## src/rtl/ct_lsu_snoop_ctcq_fifo_if.sv

```systemverilog
// ct_lsu_snoop_ctcq_fifo_if: handshake/bus bundle for the CTC maintenance request queue.
//   create_*  : 1- or 2-beat request beats from the snoop side (vld/rdy)
//   req_*     : head request to the invalidation engine (vld/ack) with decoded type and addresses
//   inv_cmplt : completion pulse from the engine
//   resp_*    : one response beat per received create beat (vld/rdy), resp_last retires the entry
//   q_empty/q_full : queue occupancy status
// master drives the snoop/engine side (testbench), slave is the queue.
interface ct_lsu_snoop_ctcq_fifo_if #(
    parameter int PA_WIDTH = 40,
    parameter int VA_WIDTH = 39
);
    logic                create_vld;
    logic                create_rdy;
    logic                create_2nd_trans;
    logic [5:0]          create_type;
    logic [15:0]         create_asid_va;
    logic [PA_WIDTH-5:0] create_va_pa;
    logic                req_vld;
    logic                req_ack;
    logic                req_icache_all_inv;
    logic                req_icache_line_inv;
    logic                req_tlb_all_inv;
    logic                req_tlb_va_all_inv;
    logic                req_tlb_asid_inv;
    logic                req_tlb_va_asid_inv;
    logic [15:0]         req_asid;
    logic [5:0]          req_icache_index;
    logic [PA_WIDTH-13:0] req_icache_ptag;
    logic [VA_WIDTH-13:0] req_tlb_va;
    logic                inv_cmplt;
    logic                resp_vld;
    logic                resp_rdy;
    logic                resp_last;
    logic                q_empty;
    logic                q_full;

    modport master (
        output create_vld, create_2nd_trans, create_type, create_asid_va, create_va_pa,
        output req_ack, inv_cmplt, resp_rdy,
        input  create_rdy, req_vld, req_icache_all_inv, req_icache_line_inv,
        input  req_tlb_all_inv, req_tlb_va_all_inv, req_tlb_asid_inv, req_tlb_va_asid_inv,
        input  req_asid, req_icache_index, req_icache_ptag, req_tlb_va,
        input  resp_vld, resp_last, q_empty, q_full
    );

    modport slave (
        input  create_vld, create_2nd_trans, create_type, create_asid_va, create_va_pa,
        input  req_ack, inv_cmplt, resp_rdy,
        output create_rdy, req_vld, req_icache_all_inv, req_icache_line_inv,
        output req_tlb_all_inv, req_tlb_va_all_inv, req_tlb_asid_inv, req_tlb_va_asid_inv,
        output req_asid, req_icache_index, req_icache_ptag, req_tlb_va,
        output resp_vld, resp_last, q_empty, q_full
    );
endinterface

```

## src/rtl/ct_lsu_snoop_ctcq_fifo.sv

```systemverilog
// ct_lsu_snoop_ctcq_fifo: in-order multi-entry CTC (icache/TLB maintenance) request queue.
//   lsu_snoop_clk : clock
//   cpurst_b      : asynchronous active-low reset
//   bus (slave)   : create beats in, head request/ack to the invalidation engine,
//                   completion pulse, per-beat responses out, empty/full status
// The head entry is issued through IDLE -> REQ -> WAIT -> RESP; one response is
// returned per received create beat and the last one retires the entry.
module ct_lsu_snoop_ctcq_fifo #(
    parameter int DEPTH    = 4,
    parameter int PTR_W    = 2,
    parameter int PA_WIDTH = 40,
    parameter int VA_WIDTH = 39
) (
    input logic                     lsu_snoop_clk,
    input logic                     cpurst_b,
    ct_lsu_snoop_ctcq_fifo_if.slave bus
);
    typedef enum logic [1:0] {IDLE, REQ, WAIT, RESP} state_t;

    state_t state, state_nxt;

    // Only the bits that feed the decode and address outputs are stored:
    // type as {t[4], t[2:0]} and va_pa from bit 2 upwards.
    logic [DEPTH-1:0]    ent_vld, ent_two, ent_addr;
    logic [3:0]          ent_type [DEPTH];
    logic [15:0]         ent_asid [DEPTH];
    logic [PA_WIDTH-7:0] ent_va   [DEPTH];

    logic [PTR_W-1:0] head, tail, pend_ptr;
    logic [PTR_W:0]   cnt;
    logic             pending_2nd;
    logic [1:0]       resp_cnt;

    logic create_fire, first_beat, second_beat;
    logic head_ready, load_resp, resp_fire, retire;
    logic [3:0]          head_type;
    logic [PA_WIDTH-7:0] head_va;
    logic                unused_bits;

    assign unused_bits = ^{bus.create_type[5], bus.create_type[3], bus.create_va_pa[1:0]};

    assign bus.q_full     = cnt == (PTR_W+1)'(DEPTH);
    assign bus.q_empty    = cnt == '0;
    assign bus.create_rdy = pending_2nd | !bus.q_full;

    assign create_fire = bus.create_vld & bus.create_rdy;
    assign first_beat  = create_fire & !pending_2nd;
    assign second_beat = create_fire & pending_2nd;

    assign head_ready = ent_vld[head] & (!ent_two[head] | ent_addr[head]);
    // Completion counts in WAIT, or in REQ when it coincides with the ack.
    assign load_resp  = bus.inv_cmplt & ((state == WAIT) | (state == REQ & bus.req_ack));
    assign resp_fire  = (state == RESP) & bus.resp_rdy;
    assign retire     = resp_fire & (resp_cnt == 2'd1);

    always_comb begin
        state_nxt = state;
        case (state)
            IDLE:    state_nxt = head_ready ? REQ : IDLE;
            REQ:     state_nxt = bus.req_ack ? (bus.inv_cmplt ? RESP : WAIT) : REQ;
            WAIT:    state_nxt = bus.inv_cmplt ? RESP : WAIT;
            default: state_nxt = retire ? IDLE : RESP;
        endcase
    end

    always_ff @(posedge lsu_snoop_clk or negedge cpurst_b) begin
        if (!cpurst_b) begin
            state    <= IDLE;
            resp_cnt <= '0;
        end else begin
            state    <= state_nxt;
            resp_cnt <= load_resp ? (ent_two[head] ? 2'd2 : 2'd1) :
                        resp_fire ? resp_cnt - 2'd1 : resp_cnt;
        end
    end

    always_ff @(posedge lsu_snoop_clk or negedge cpurst_b) begin
        if (!cpurst_b) begin
            ent_vld     <= '0;
            ent_two     <= '0;
            ent_addr    <= '0;
            for (int i = 0; i < DEPTH; i++) begin
                ent_type[i] <= '0;
                ent_asid[i] <= '0;
                ent_va[i]   <= '0;
            end
            head        <= '0;
            tail        <= '0;
            pend_ptr    <= '0;
            cnt         <= '0;
            pending_2nd <= 1'b0;
        end else begin
            if (first_beat) begin
                ent_vld[tail]  <= 1'b1;
                ent_two[tail]  <= bus.create_2nd_trans;
                ent_addr[tail] <= 1'b0;
                ent_type[tail] <= {bus.create_type[4], bus.create_type[2:0]};
                ent_asid[tail] <= bus.create_asid_va;
                tail           <= tail + 1'b1;
                pending_2nd    <= bus.create_2nd_trans;
                pend_ptr       <= tail;
            end
            if (second_beat) begin
                ent_va[pend_ptr]   <= bus.create_va_pa[PA_WIDTH-5:2];
                ent_addr[pend_ptr] <= 1'b1;
                pending_2nd        <= 1'b0;
            end
            if (retire) begin
                ent_vld[head] <= 1'b0;
                head          <= head + 1'b1;
            end
            cnt <= cnt + (PTR_W+1)'(first_beat) - (PTR_W+1)'(retire);
        end
    end

    assign head_type = ent_type[head];
    assign head_va   = ent_va[head];

    assign bus.req_vld             = state == REQ;
    assign bus.req_icache_all_inv  = bus.req_vld & (head_type == 4'b1000);
    assign bus.req_icache_line_inv = bus.req_vld & (head_type == 4'b1001);
    assign bus.req_tlb_all_inv     = bus.req_vld & (head_type == 4'b0000);
    assign bus.req_tlb_va_all_inv  = bus.req_vld & (head_type == 4'b0001);
    assign bus.req_tlb_asid_inv    = bus.req_vld & (head_type == 4'b0010);
    assign bus.req_tlb_va_asid_inv = bus.req_vld & (head_type == 4'b0011);
    assign bus.req_asid            = bus.req_vld ? ent_asid[head] : '0;
    assign bus.req_icache_index    = bus.req_vld ? head_va[5:0] : '0;
    assign bus.req_icache_ptag     = bus.req_vld ? head_va[PA_WIDTH-7:6] : '0;
    assign bus.req_tlb_va          = bus.req_vld ? head_va[VA_WIDTH-7:6] : '0;

    assign bus.resp_vld  = state == RESP;
    assign bus.resp_last = bus.resp_vld & (resp_cnt == 2'd1);
endmodule

```

## src/flat_wrapper.sv

```systemverilog
// flat-port wrapper written by rule: the top's interface ports become plain ports
module ct_lsu_snoop_ctcq_fifo_flat 
#(
    parameter int DEPTH    = 4,
    parameter int PTR_W    = 2,
    parameter int PA_WIDTH = 40,
    parameter int VA_WIDTH = 39
)
  (lsu_snoop_clk, cpurst_b, bus_create_vld, bus_create_2nd_trans, bus_create_type, bus_create_asid_va, bus_create_va_pa, bus_req_ack, bus_inv_cmplt, bus_resp_rdy, bus_create_rdy, bus_req_vld, bus_req_icache_all_inv, bus_req_icache_line_inv, bus_req_tlb_all_inv, bus_req_tlb_va_all_inv, bus_req_tlb_asid_inv, bus_req_tlb_va_asid_inv, bus_req_asid, bus_req_icache_index, bus_req_icache_ptag, bus_req_tlb_va, bus_resp_vld, bus_resp_last, bus_q_empty, bus_q_full);
  ct_lsu_snoop_ctcq_fifo_if #(.PA_WIDTH(PA_WIDTH), .VA_WIDTH(VA_WIDTH)) bus_i ();
  input logic lsu_snoop_clk;
  input logic cpurst_b;
  input wire logic [$bits(bus_i.create_vld)-1:0] bus_create_vld;
  input wire logic [$bits(bus_i.create_2nd_trans)-1:0] bus_create_2nd_trans;
  input wire logic [$bits(bus_i.create_type)-1:0] bus_create_type;
  input wire logic [$bits(bus_i.create_asid_va)-1:0] bus_create_asid_va;
  input wire logic [$bits(bus_i.create_va_pa)-1:0] bus_create_va_pa;
  input wire logic [$bits(bus_i.req_ack)-1:0] bus_req_ack;
  input wire logic [$bits(bus_i.inv_cmplt)-1:0] bus_inv_cmplt;
  input wire logic [$bits(bus_i.resp_rdy)-1:0] bus_resp_rdy;
  output wire logic [$bits(bus_i.create_rdy)-1:0] bus_create_rdy;
  output wire logic [$bits(bus_i.req_vld)-1:0] bus_req_vld;
  output wire logic [$bits(bus_i.req_icache_all_inv)-1:0] bus_req_icache_all_inv;
  output wire logic [$bits(bus_i.req_icache_line_inv)-1:0] bus_req_icache_line_inv;
  output wire logic [$bits(bus_i.req_tlb_all_inv)-1:0] bus_req_tlb_all_inv;
  output wire logic [$bits(bus_i.req_tlb_va_all_inv)-1:0] bus_req_tlb_va_all_inv;
  output wire logic [$bits(bus_i.req_tlb_asid_inv)-1:0] bus_req_tlb_asid_inv;
  output wire logic [$bits(bus_i.req_tlb_va_asid_inv)-1:0] bus_req_tlb_va_asid_inv;
  output wire logic [$bits(bus_i.req_asid)-1:0] bus_req_asid;
  output wire logic [$bits(bus_i.req_icache_index)-1:0] bus_req_icache_index;
  output wire logic [$bits(bus_i.req_icache_ptag)-1:0] bus_req_icache_ptag;
  output wire logic [$bits(bus_i.req_tlb_va)-1:0] bus_req_tlb_va;
  output wire logic [$bits(bus_i.resp_vld)-1:0] bus_resp_vld;
  output wire logic [$bits(bus_i.resp_last)-1:0] bus_resp_last;
  output wire logic [$bits(bus_i.q_empty)-1:0] bus_q_empty;
  output wire logic [$bits(bus_i.q_full)-1:0] bus_q_full;
  assign bus_i.create_vld = bus_create_vld;
  assign bus_i.create_2nd_trans = bus_create_2nd_trans;
  assign bus_i.create_type = bus_create_type;
  assign bus_i.create_asid_va = bus_create_asid_va;
  assign bus_i.create_va_pa = bus_create_va_pa;
  assign bus_i.req_ack = bus_req_ack;
  assign bus_i.inv_cmplt = bus_inv_cmplt;
  assign bus_i.resp_rdy = bus_resp_rdy;
  assign bus_create_rdy = bus_i.create_rdy;
  assign bus_req_vld = bus_i.req_vld;
  assign bus_req_icache_all_inv = bus_i.req_icache_all_inv;
  assign bus_req_icache_line_inv = bus_i.req_icache_line_inv;
  assign bus_req_tlb_all_inv = bus_i.req_tlb_all_inv;
  assign bus_req_tlb_va_all_inv = bus_i.req_tlb_va_all_inv;
  assign bus_req_tlb_asid_inv = bus_i.req_tlb_asid_inv;
  assign bus_req_tlb_va_asid_inv = bus_i.req_tlb_va_asid_inv;
  assign bus_req_asid = bus_i.req_asid;
  assign bus_req_icache_index = bus_i.req_icache_index;
  assign bus_req_icache_ptag = bus_i.req_icache_ptag;
  assign bus_req_tlb_va = bus_i.req_tlb_va;
  assign bus_resp_vld = bus_i.resp_vld;
  assign bus_resp_last = bus_i.resp_last;
  assign bus_q_empty = bus_i.q_empty;
  assign bus_q_full = bus_i.q_full;
  ct_lsu_snoop_ctcq_fifo #(.DEPTH(DEPTH), .PTR_W(PTR_W), .PA_WIDTH(PA_WIDTH), .VA_WIDTH(VA_WIDTH)) u_core (.lsu_snoop_clk(lsu_snoop_clk), .cpurst_b(cpurst_b), .bus(bus_i));
endmodule
```

## config.mk

```make
export PLATFORM = sky130hd
export DESIGN_NAME = ct_lsu_snoop_ctcq_fifo_flat
export DESIGN_NICKNAME = d
export VERILOG_FILES = /design/src/rtl/ct_lsu_snoop_ctcq_fifo_if.sv /design/src/rtl/ct_lsu_snoop_ctcq_fifo.sv /design/src/flat_wrapper.sv
export SDC_FILE = /design/constraint.sdc
export NUM_CORES = 1
export LEC_CHECK = 0
export ABC_AREA = 1
export BUFFER_PORTS_ARGS = -buffer_cell sky130_fd_sc_hd__buf_2
export CAP_MARGIN = 20
export CORE_MARGIN = 5
export CORE_UTILIZATION = 50
export DETAILED_ROUTE_END_ITERATION = 7
export GPL_TIMING_DRIVEN = 1
export PLACE_DENSITY_LB_ADDON = 0.12
export REMOVE_ABC_BUFFERS = 1
export SLEW_MARGIN = 20
export SYNTH_ARGS = -nofsm -noshare
export SYNTH_HDL_FRONTEND = slang
export SYNTH_SLANG_ARGS = --single-unit
```

## constraint.sdc

```tcl
create_clock -name lsu_snoop_clk -period 2.8 [get_ports lsu_snoop_clk]
set_clock_uncertainty 0.1 [all_clocks]
set_input_delay 0.14 -clock lsu_snoop_clk [delete_from_list [all_inputs] [get_ports lsu_snoop_clk]]
set_output_delay 0.14 -clock lsu_snoop_clk [all_outputs]
set_load 0.005 [all_outputs]
```

==> results of run 1 <==
## power by group through the flow
| stage | clock network, uW | registers [uW] | logic [uW] |
|---|---|---|---|
| after CTS | 3400 | 5880 | 6150 |
| final | 3330 | 5880 | 6080 |
| after floorplan | 0 | 5970 | 3780 |
| after detailed placement | 0 | 5920 | 6060 |
| after global routing | 3550 | 6080 | 7020 |
| after global placement | 0 | 5870 | 5940 |
## final timing paths
kind,to,slack [ps],from,cells after the start
worst max-delay path,bus_req_tlb_va[9],180,u_core.head[0],6
worst min-delay path,u_core.state[1],130,cpurst_b,2
worst max register to register,u_core.cnt[2],610,u_core.state[1],9
worst min register to register,u_core.ent_asid[0],380,u_core.ent_asid[0],2
max in group asynchronous,u_core.ent_type[3],1700,cpurst_b,3
min in group lsu_snoop_clk,u_core.ent_asid[15],310,bus_create_asid_va[15],4
## sequential cells by signal, summed over array words and instances, names as in the netlist
| register | flops |
|---|---|
| u_core.pend_ptr | 2 |
| u_core.cnt | 3 |
| u_core.ent_two | 4 |
| u_core.head | 2 |
| u_core.resp_cnt | 2 |
| u_core.ent_vld | 4 |
| u_core.ent_asid | 64 |
| u_core.ent_type | 16 |
| u_core.state | 2 |
| u_core.tail | 2 |
| u_core.ent_addr | 4 |
| u_core.pending_2nd | 1 |
| u_core.ent_va | 136 |
## per-stage QoR
stage,area [um^2],total power (uW),std cells
2_1_floorplan,10800,9750,1297
3_3_place_gp,12200,11800,1752
3_5_place_dp,12200,12000,1752
4_1_cts,13600,15400,1861
5_1_grt,13600,16700,1861
6_report,13600,15300,1861
## routing by layer
metal,up-vias,track usage,routed length [um]
met5,-,0,0
met4,0,0.0407,370
met3,35,0.0265,1320
met2,202,0.370,13500
met1,4441,0.301,12900
li1,4778,-,-
## area by class of cell
cell class | instances | area (um^2)
repair buffers | 232 | 1630
clock buffers | 38 | 757
multi-input cells | 949 | 4330
inverters | 106 | 420
flip-flops and latches | 242 | 6060
clock inverters | 9 | 75.1
fillers | 2060 | 9010
well taps | 285 | 357
## repair_timing
action | CTS | global route
hold buffers | 62 | 0
buffers inserted | 0 | 0
setup endpoints to repair | 0 | 0
endpoints found under the hold margin | 313 | 0
## kinds of logic (layout without fill, tap and decap cells)
family,Yosys count,in the layout,synth area share
buf+inv,217,385,0.0966
simple gates,561,561,0.193
fa+ha+maj,12,12,0.0137
compound gates,372,372,0.167
xor+xnor,4,4,0.00305
flops,242,242,0.527
## critical path: stages, from the launching register on
cell	delay, ps
dfrtp_4	450
buf_12	420
nor2_1	100
nor2_1	110
o21ai_0	100
a21oi_1	420
buf_2	200
## cell usage in the layout, fill, tap and decap left out, types with 8 or more instances in the layout
cell type / instances
nand2_1: 379
o21ai_0: 244
dfrtp_1: 240
nor2_1: 151
buf_2: 148
inv_1: 94
a21oi_1: 85
dlygate4sd3_1: 62
clkbuf_16: 27
o21ai_1: 26
nand3_1: 13
buf_4: 13
ha_1: 11
o21ai_2: 10
buf_12: 8
==> run_results.csv, run 1 <==
group,metric,value,unit
detailed_routing,ant_nets,0,
logic_synthesis,async_reset_ff_frac,1.00,
global_route,grt_pass1_vias,9268,
sta,min_period_over_period,0.934,
sta,rsz0062_at_grt,"false",
final_layout,syn_to_final_growth,18.7,%
power_and_ir_drop,combPwrFrac,0.398,
detailed_routing,wire_per_inst,15.1,um
status,status,"complete, no violations",
cts,cts.repair.resized,0,
logic_synthesis,dominantRegCellSynth,"dfrtp_1",
global_route,grt_start_max_net_pins,119,
logic_synthesis,syn-cell-area,11500,um^2
cts,worstSkewPairLatency,510,ps
logic_synthesis,synth_top_cell_by_area,"dfrtp_1",
global_route,grt_first_pass_wirelength,47000,um
logic_synthesis,avgSynthCellArea,8.16,um^2
setup_path,crit_path_end_kind,"primary output",
cts,numClockSinks,242,
sta,relSlewSlack,0.522,
floorplan,io_pins,154,
place,hpwl,16400,um
floorplan,rows,55,
setup_path,cp.arrival,2380,ps
logic_synthesis,synth_top_cell_area_share,0.527,
cts,cts_buffers,26,
floorplan,start_util,0.507,
sta,worst_slew_pin_slew,717,ps
floorplan,die_h,162,um
cts,cts-root-buf,"clkbuf_16",
sta,slew_viol_final,0,
flow_run,drv_cap,0,
floorplan,die_area,26100,um^2
power_and_ir_drop,p_leak,0.00695,uW
cts,htree_levels,1,
detailed_routing,drt_iter0_drc,624,
floorplan,die_w,162,um
global_route,grt-ovfl-total,0,
detailed_routing,drc,0,
logic_synthesis,synth_seq_cells,242,
logic_synthesis,yosysWarningCount,0,
detailed_routing,routed_wl,28100,um
setup_path,worstPathRequired,2560,ps
detailed_routing,drtPass1Iterations,5,
sta,fmax,382,MHz
place,place_congestion,0.758,
place,place_ws,601,ps
setup_path,crit_type,"reg -> out",
sta,setup_viol,0,
logic_synthesis,synth_area_leaders,"dfrtp_1, nand2_1, o21ai_0, nor2_1, a21oi_1",
global_route,grt.total_usage,0.216,
detailed_routing,viasPerCell,5.08,
sta,fin_ws,184,ps
sta,fin_tns_setup,0,ps
min_path,min_path_type,"in -> async",
power_and_ir_drop,ir_drop,0.539,mV
power_and_ir_drop,p_sw,5920,uW
setup_path,cp_max_fo,118,
final_layout,final_nets,1634,
detailed_routing,dr_total_vias,9456,
final_layout,diodes,0,
logic_synthesis,synth-edff-count,0,
logic_synthesis,syn_inst,1408,
power_and_ir_drop,p_int,9370,uW
power_and_ir_drop,power_frac_clock,0.218,
logic_synthesis,synth-seq-area-share,0.527,
sta,finalCriticalPeriod,2620,ps
cts,cts_tree,"built",
final_layout,final_util,0.602,
power_and_ir_drop,seqPwrFrac,0.385,
floorplan,core,22600,um^2
global_route,antenna_found_initial,0,
setup_path,start_kind,"flop",
power_and_ir_drop,powerDensity,1120,nW/um^2
sta,holdWs,132,ps
sta,hold_violations,0,
power_and_ir_drop,switching_share,0.387,
final_layout,drive_above_1_share,0.157,
logic_synthesis,synth_most_common_cell,"nand2_1",
logic_synthesis,synth_common_cells,"nand2_1, o21ai_0, dfrtp_1",
cts,path_clk_slew,60,ps
logic_synthesis,synth_cell_types,33,
place,portBuffers,149,
cts,clockBufferDepth,3,
Note: power is estimated with default switching activity, not from simulation.
==> inputs of run 2 (changes only) <==
PLACE_DENSITY = 0.7   (was unset)
PLACE_DENSITY_LB_ADDON = unset   (was 0.12)
==> run 2 against run 1 <==
Fmax grew 0.40%. Routed wire length shrank 1.2%. Critical path type unchanged. Design area shrank 0.52%. Sequential share of layout area grew 0.23 points. Via count is essentially flat.
==> run_results.csv, run 2 (synthesis gave the netlist of run 1 again) <==
group,metric,value,unit
global_route,grt_start_max_net_pins,119,
power_and_ir_drop,p_sw,5910,uW
setup_path,rrSetupSlack,590,ps
power_and_ir_drop,switching_share,0.390,
detailed_routing,routed_wl,27700,um
cts,cts.repair.resized,0,
final_layout,largest_registers,"u_core.ent_va (136), u_core.ent_asid (64), u_core.ent_type (16)",
sta,worst_slew_pin_slew,792,ps
detailed_routing,drc,0,
setup_path,crit_path_end_kind,"primary output",
detailed_routing,ant_nets,0,
final_layout,drive_above_1_share,0.153,
floorplan,io_pins,154,
detailed_routing,drt_iter0_drc,782,
sta,finalCriticalPeriod,2610,ps
final_layout,final_nets,1631,
cts,path_clk_slew,60,ps
flow_run,drv_cap,0,
sta,fmax,384,MHz
cts,htree_levels,1,
power_and_ir_drop,powerDensity,1120,nW/um^2
final_layout,syn_to_final_growth,18.0,%
final_layout,top_register,"u_core.ent_va",
power_and_ir_drop,seqPwrFrac,0.390,
setup_path,cp_num_buf_inv,3,
sta,rsz0062_at_grt,"false",
power_and_ir_drop,combPwrFrac,0.396,
power_and_ir_drop,p_int,9250,uW
place,hpwl,16000,um
floorplan,die_h,162,um
status,status,"complete, no violations",
setup_path,worstPathRequired,2560,ps
sta,slew_viol_final,0,
min_path,min_path_type,"in -> async",
final_layout,mostFrequentLayoutCells,"nand2_1, o21ai_0, dfrtp_1",
cts,numClockSinks,242,
global_route,grt_pass1_vias,9077,
floorplan,core,22600,um^2
setup_path,crit_slowest_cell,"dfrtp_1",
setup_path,crit_family,"buffers and inverters",
setup_path,crit_type,"reg -> out",
final_layout,diodes,0,
sta,holdWs,104,ps
detailed_routing,dr_total_vias,9449,
global_route,grt_first_pass_wirelength,46200,um
sta,hold_violations,0,
place,place_congestion,0.748,
final_layout,stdcell_count,1858,
setup_path,start_kind,"flop",
place,place_inst,1749,
sta,relSlewSlack,0.471,
final_layout,final_util,0.599,
detailed_routing,wire_per_inst,14.9,um
power_and_ir_drop,p_leak,0.00691,uW
sta,setup_viol,0,
cts,cts_tree,"built",
power_and_ir_drop,power_frac_clock,0.215,
cts,cts_buffers,26,
final_layout,largest_reg_flops,136,
global_route,antenna_found_initial,0,
setup_path,max_stage_delay,440,ps
cts,cts-root-buf,"clkbuf_16",
final_layout,mostFrequentLayoutCell,"nand2_1",
cts,worstSkewPairLatency,530,ps
detailed_routing,drtPass1Iterations,6,
global_route,grt-ovfl-total,0,
setup_path,cp_max_fo,35,
floorplan,rows,55,
detailed_routing,viasPerCell,5.09,
floorplan,die_w,162,um
setup_path,worstPathCellList,"nor2_2, inv_2, buf_4, a21oi_1, buf_2",
cts,hold_buffers,62,
place,portBuffers,149,
global_route,grt.total_usage,0.211,
sta,min_period_over_period,0.930,
setup_path,cp.arrival,2370,ps
power_and_ir_drop,ir_drop,0.639,mV
floorplan,die_area,26100,um^2
floorplan,start_util,0.507,
cts,clockBufferDepth,3,
cts,post-cts-setup-buffers,0,
[run 2: cell types whose count changed in the layout (fill, tap and decap cells not counted)]
cell        before  now
clkbuf_8         4    6
clkbuf_1         7   11
clkbuf_16       27   26
clkinv_2         6    2
bufinv_16        1    0
clkinv_8         0    1
buf_12           8    6
buf_4           13   12
clkinvlp_4       2    1
[run 2: per-stage QoR]
stage / setup TNS (ps) / instance area (um^2) / power (uW) / setup slack [ps]
2_1_floorplan: -53080 / 10800 / 9750 / -787
3_3_place_gp: 0 / 12100 / 11700 / 621
3_5_place_dp: 0 / 12100 / 11900 / 593
4_1_cts: 0 / 13600 / 15300 / 197
5_1_grt: 0 / 13600 / 16500 / 64.7
6_report: 0 / 13600 / 15200 / 195
[run 2: metal layers]
| metal | wire (um) | share of wire | GRT usage |
|---|---|---|---|
| met1 | 12800 | 0.46 | 0.302 |
| met2 | 13100 | 0.47 | 0.353 |
| met3 | 1480 | 0.053 | 0.0304 |
| met4 | 313 | 0.011 | 0.0322 |
| met5 | 0 | 0 | 0 |
[run 2: cell type report]
| cell class | instances | area (um^2) |
|---|---|---|
| sequential | 242 | 6060 |
| tap | 285 | 357 |
| clock buffer | 43 | 774 |
| inverter | 106 | 420 |
| multi-input combinational | 949 | 4330 |
| timing repair buffer | 229 | 1590 |
| fill | 2029 | 9080 |
| clock inverter | 4 | 33.8 |
[run 2: worst paths after layout]
check / from / end / depth (start not counted)
min reg2reg: u_core.ent_addr[3] / u_core.ent_addr[3] / 2
min: cpurst_b / u_core.resp_cnt[0] / 2
min in group lsu_snoop_clk: bus_create_asid_va[12] / u_core.ent_asid[12] / 4
max in group asynchronous: cpurst_b / u_core.ent_va[68] / 3
max reg2reg: u_core.state[1] / u_core.cnt[2] / 9
max: u_core.state[1] / bus_req_tlb_va[18] / 5
[run 2: power groups by stage]
stage | sequential [uW] | combinational (uW) | clock, uW
3_5_place_dp | 5930 | 5960 | 0
3_3_place_gp | 5870 | 5830 | 0
2_1_floorplan | 5970 | 3780 | 0
6_report | 5910 | 6000 | 3260
5_1_grt | 6090 | 6920 | 3480
4_1_cts | 5900 | 6070 | 3320
==> inputs of run 3 (changes only) <==
CELL_PAD_IN_SITES_DETAIL_PLACEMENT = 1   (was unset)
CELL_PAD_IN_SITES_GLOBAL_PLACEMENT = 1   (was unset)
CORE_UTILIZATION = 46   (was 50)
PLACE_DENSITY = 0.84   (was 0.7)
RECOVER_POWER = 100   (was unset)
clock period = 3.2 ns   (was 2.8 ns; I/O delays follow)
==> run 3 against run 2 <==
The flow now finishes with violations (max-capacitance violations, max-slew violations). Power is 10% lower. Die area is 8.1% higher. Register-to-register slack worse by 60 ps. Final cell count is 2.2% higher. Largest cell class unchanged. Largest power group unchanged.
==> run_results.csv, run 3 (synthesis gave the netlist of run 1 again) <==
group,metric,value,unit
power_and_ir_drop,seqPwrFrac,0.382,
setup_path,cp.arrival,2490,ps
power_and_ir_drop,p_sw,5450,uW
global_route,grt_start_max_net_pins,140,
status,status,"complete, but fails checks",
global_route,grt_pass1_vias,10600,
status,failed_checks,"max-capacitance violations, max-slew violations",
floorplan,die_w,168,um
power_and_ir_drop,combPwrFrac,0.389,
power_and_ir_drop,p_total,13600,uW
global_route,antenna_found_initial,0,
cts,worstSkewPairLatency,530,ps
min_path,min_path_type,"in -> async",
place,place_congestion,0.750,
cts,htree_levels,1,
detailed_routing,ant_nets,0,
setup_path,cp_max_fo,28,
global_route,grt_first_pass_wirelength,54500,um
detailed_routing,viasPerCell,5.27,
global_route,grt.total_usage,0.231,
detailed_routing,dr_total_vias,10000,
final_layout,largest_reg_flops,136,
power_and_ir_drop,p_leak,0.00662,uW
flow_run,drv_cap,1,
final_layout,top_register,"u_core.ent_va",
cts,clockBufferDepth,3,
floorplan,rows,57,
setup_path,start_kind,"flop",
floorplan,io_pins,154,
final_layout,diodes,0,
power_and_ir_drop,ir_drop,0.727,mV
sta,setup_viol,0,
sta,fin_tns_setup,0,ps
sta,finalCriticalPeriod,2750,ps
sta,min_period_over_period,0.858,
power_and_ir_drop,p_int,8160,uW
detailed_routing,drt_iter0_drc,695,
setup_path,rrSetupSlack,530,ps
power_and_ir_drop,power_frac_clock,0.229,
floorplan,die_area,28200,um^2
setup_path,timing.rr.start,"u_core.cnt[1]",
final_layout,final_nets,1631,
place,portBuffers,149,
detailed_routing,drc,0,
setup_path,worst_r2r_path_depth,8,
cts,cts-root-buf,"clkbuf_16",
cts,cts_tree,"built",
final_layout,mostFrequentLayoutCells,"nand2_1, o21ai_0, dfrtp_1",
final_layout,drive_above_1_share,0.0966,
place,hpwl,18800,um
cts,post-cts-setup-buffers,0,
cts,numClockSinks,242,
final_layout,syn_to_final_growth,17.1,%
cts,path_clk_slew,60,ps
floorplan,die_h,168,um
final_layout,mostFrequentLayoutCell,"nand2_1",
sta,relSlewSlack,-0.301,
global_route,grt-ovfl-total,0,
detailed_routing,drtPass1Iterations,5,
power_and_ir_drop,switching_share,0.400,
final_layout,largest_registers,"u_core.ent_va (136), u_core.ent_asid (64), u_core.ent_type (16)",
floorplan,start_util,0.470,
setup_path,worstPathRequired,2940,ps
sta,rsz0062_at_grt,"false",
setup_path,crit_path_end_kind,"primary output",
setup_path,timing.rr.end,"u_core.ent_asid[4]",
floorplan,core,24500,um^2
detailed_routing,routed_wl,32500,um
detailed_routing,wire_per_inst,17.1,um
power_and_ir_drop,powerDensity,1010,nW/um^2
final_layout,final_util,0.550,
sta,hold_violations,0,
sta,slew_viol_final,140,
cts,cts_buffers,27,
sta,worst_slew_pin_slew,1950,ps
sta,fmax,364,MHz
setup_path,crit_type,"reg -> out",
[run 3: worst max path at each step]
stage / start / endpoint / depth (start not counted)
2_1_floorplan: u_core.head[0] / bus_req_tlb_asid_inv / 6
3_3_place_gp: u_core.state[1] / u_core.cnt[2] / 9
3_5_place_dp: u_core.state[1] / u_core.cnt[2] / 9
4_1_cts: u_core.head[1] / bus_req_tlb_asid_inv / 6
5_1_grt: u_core.head[1] / bus_req_tlb_asid_inv / 6
6_report: u_core.state[1] / bus_req_tlb_va[9] / 5
[run 3: metal layers]
layer | GRT usage | share of wire
met1 | 0.305 | 0.44
met2 | 0.412 | 0.50
met3 | 0.0293 | 0.041
met4 | 0.0448 | 0.018
met5 | 0 | 0
[run 3: stage by stage]
step,area [um^2],hold slack (ps),cells,setup slack [ps]
finish,13400,224,1898,453
global route,13400,319,1898,248
CTS,13700,215,1898,548
detailed placement,12200,-158,1786,752
global placement,12200,-157,1786,832
floorplan,10800,-236,1297,-407
[run 3: timing repair]
| action | 4_1_cts | 5_1_grt |
|---|---|---|
| resized for setup | 0 | 0 |
| hold buffers | 63 | 0 |
| endpoints found under the hold margin | 471 | 0 |
[run 3: critical path, cell delays in order, from the launching register on]
cell	delay (ps)
dfrtp_1	440
nor2_1	390
inv_2	350
buf_12	280
a21oi_1	310
clkbuf_1	160
[run 3: cell type report]
class / count / area [um^2]
fill: 3022 / 11000
sequential: 242 / 6060
multi-input combinational: 949 / 4230
timing repair buffer: 228 / 1440
clock buffer: 42 / 832
inverter: 106 / 412
tap: 324 / 405
clock inverter: 7 / 66.3
[run 3: power groups by stage]
stage	Clock, uW	Sequential [uW]	Combinational, uW
6_report	3120	5200	5290
5_1_grt	3310	5360	6070
4_1_cts	3170	5190	5570
3_5_place_dp	0	5220	5410
3_3_place_gp	0	5130	5150
2_1_floorplan	0	5220	3310
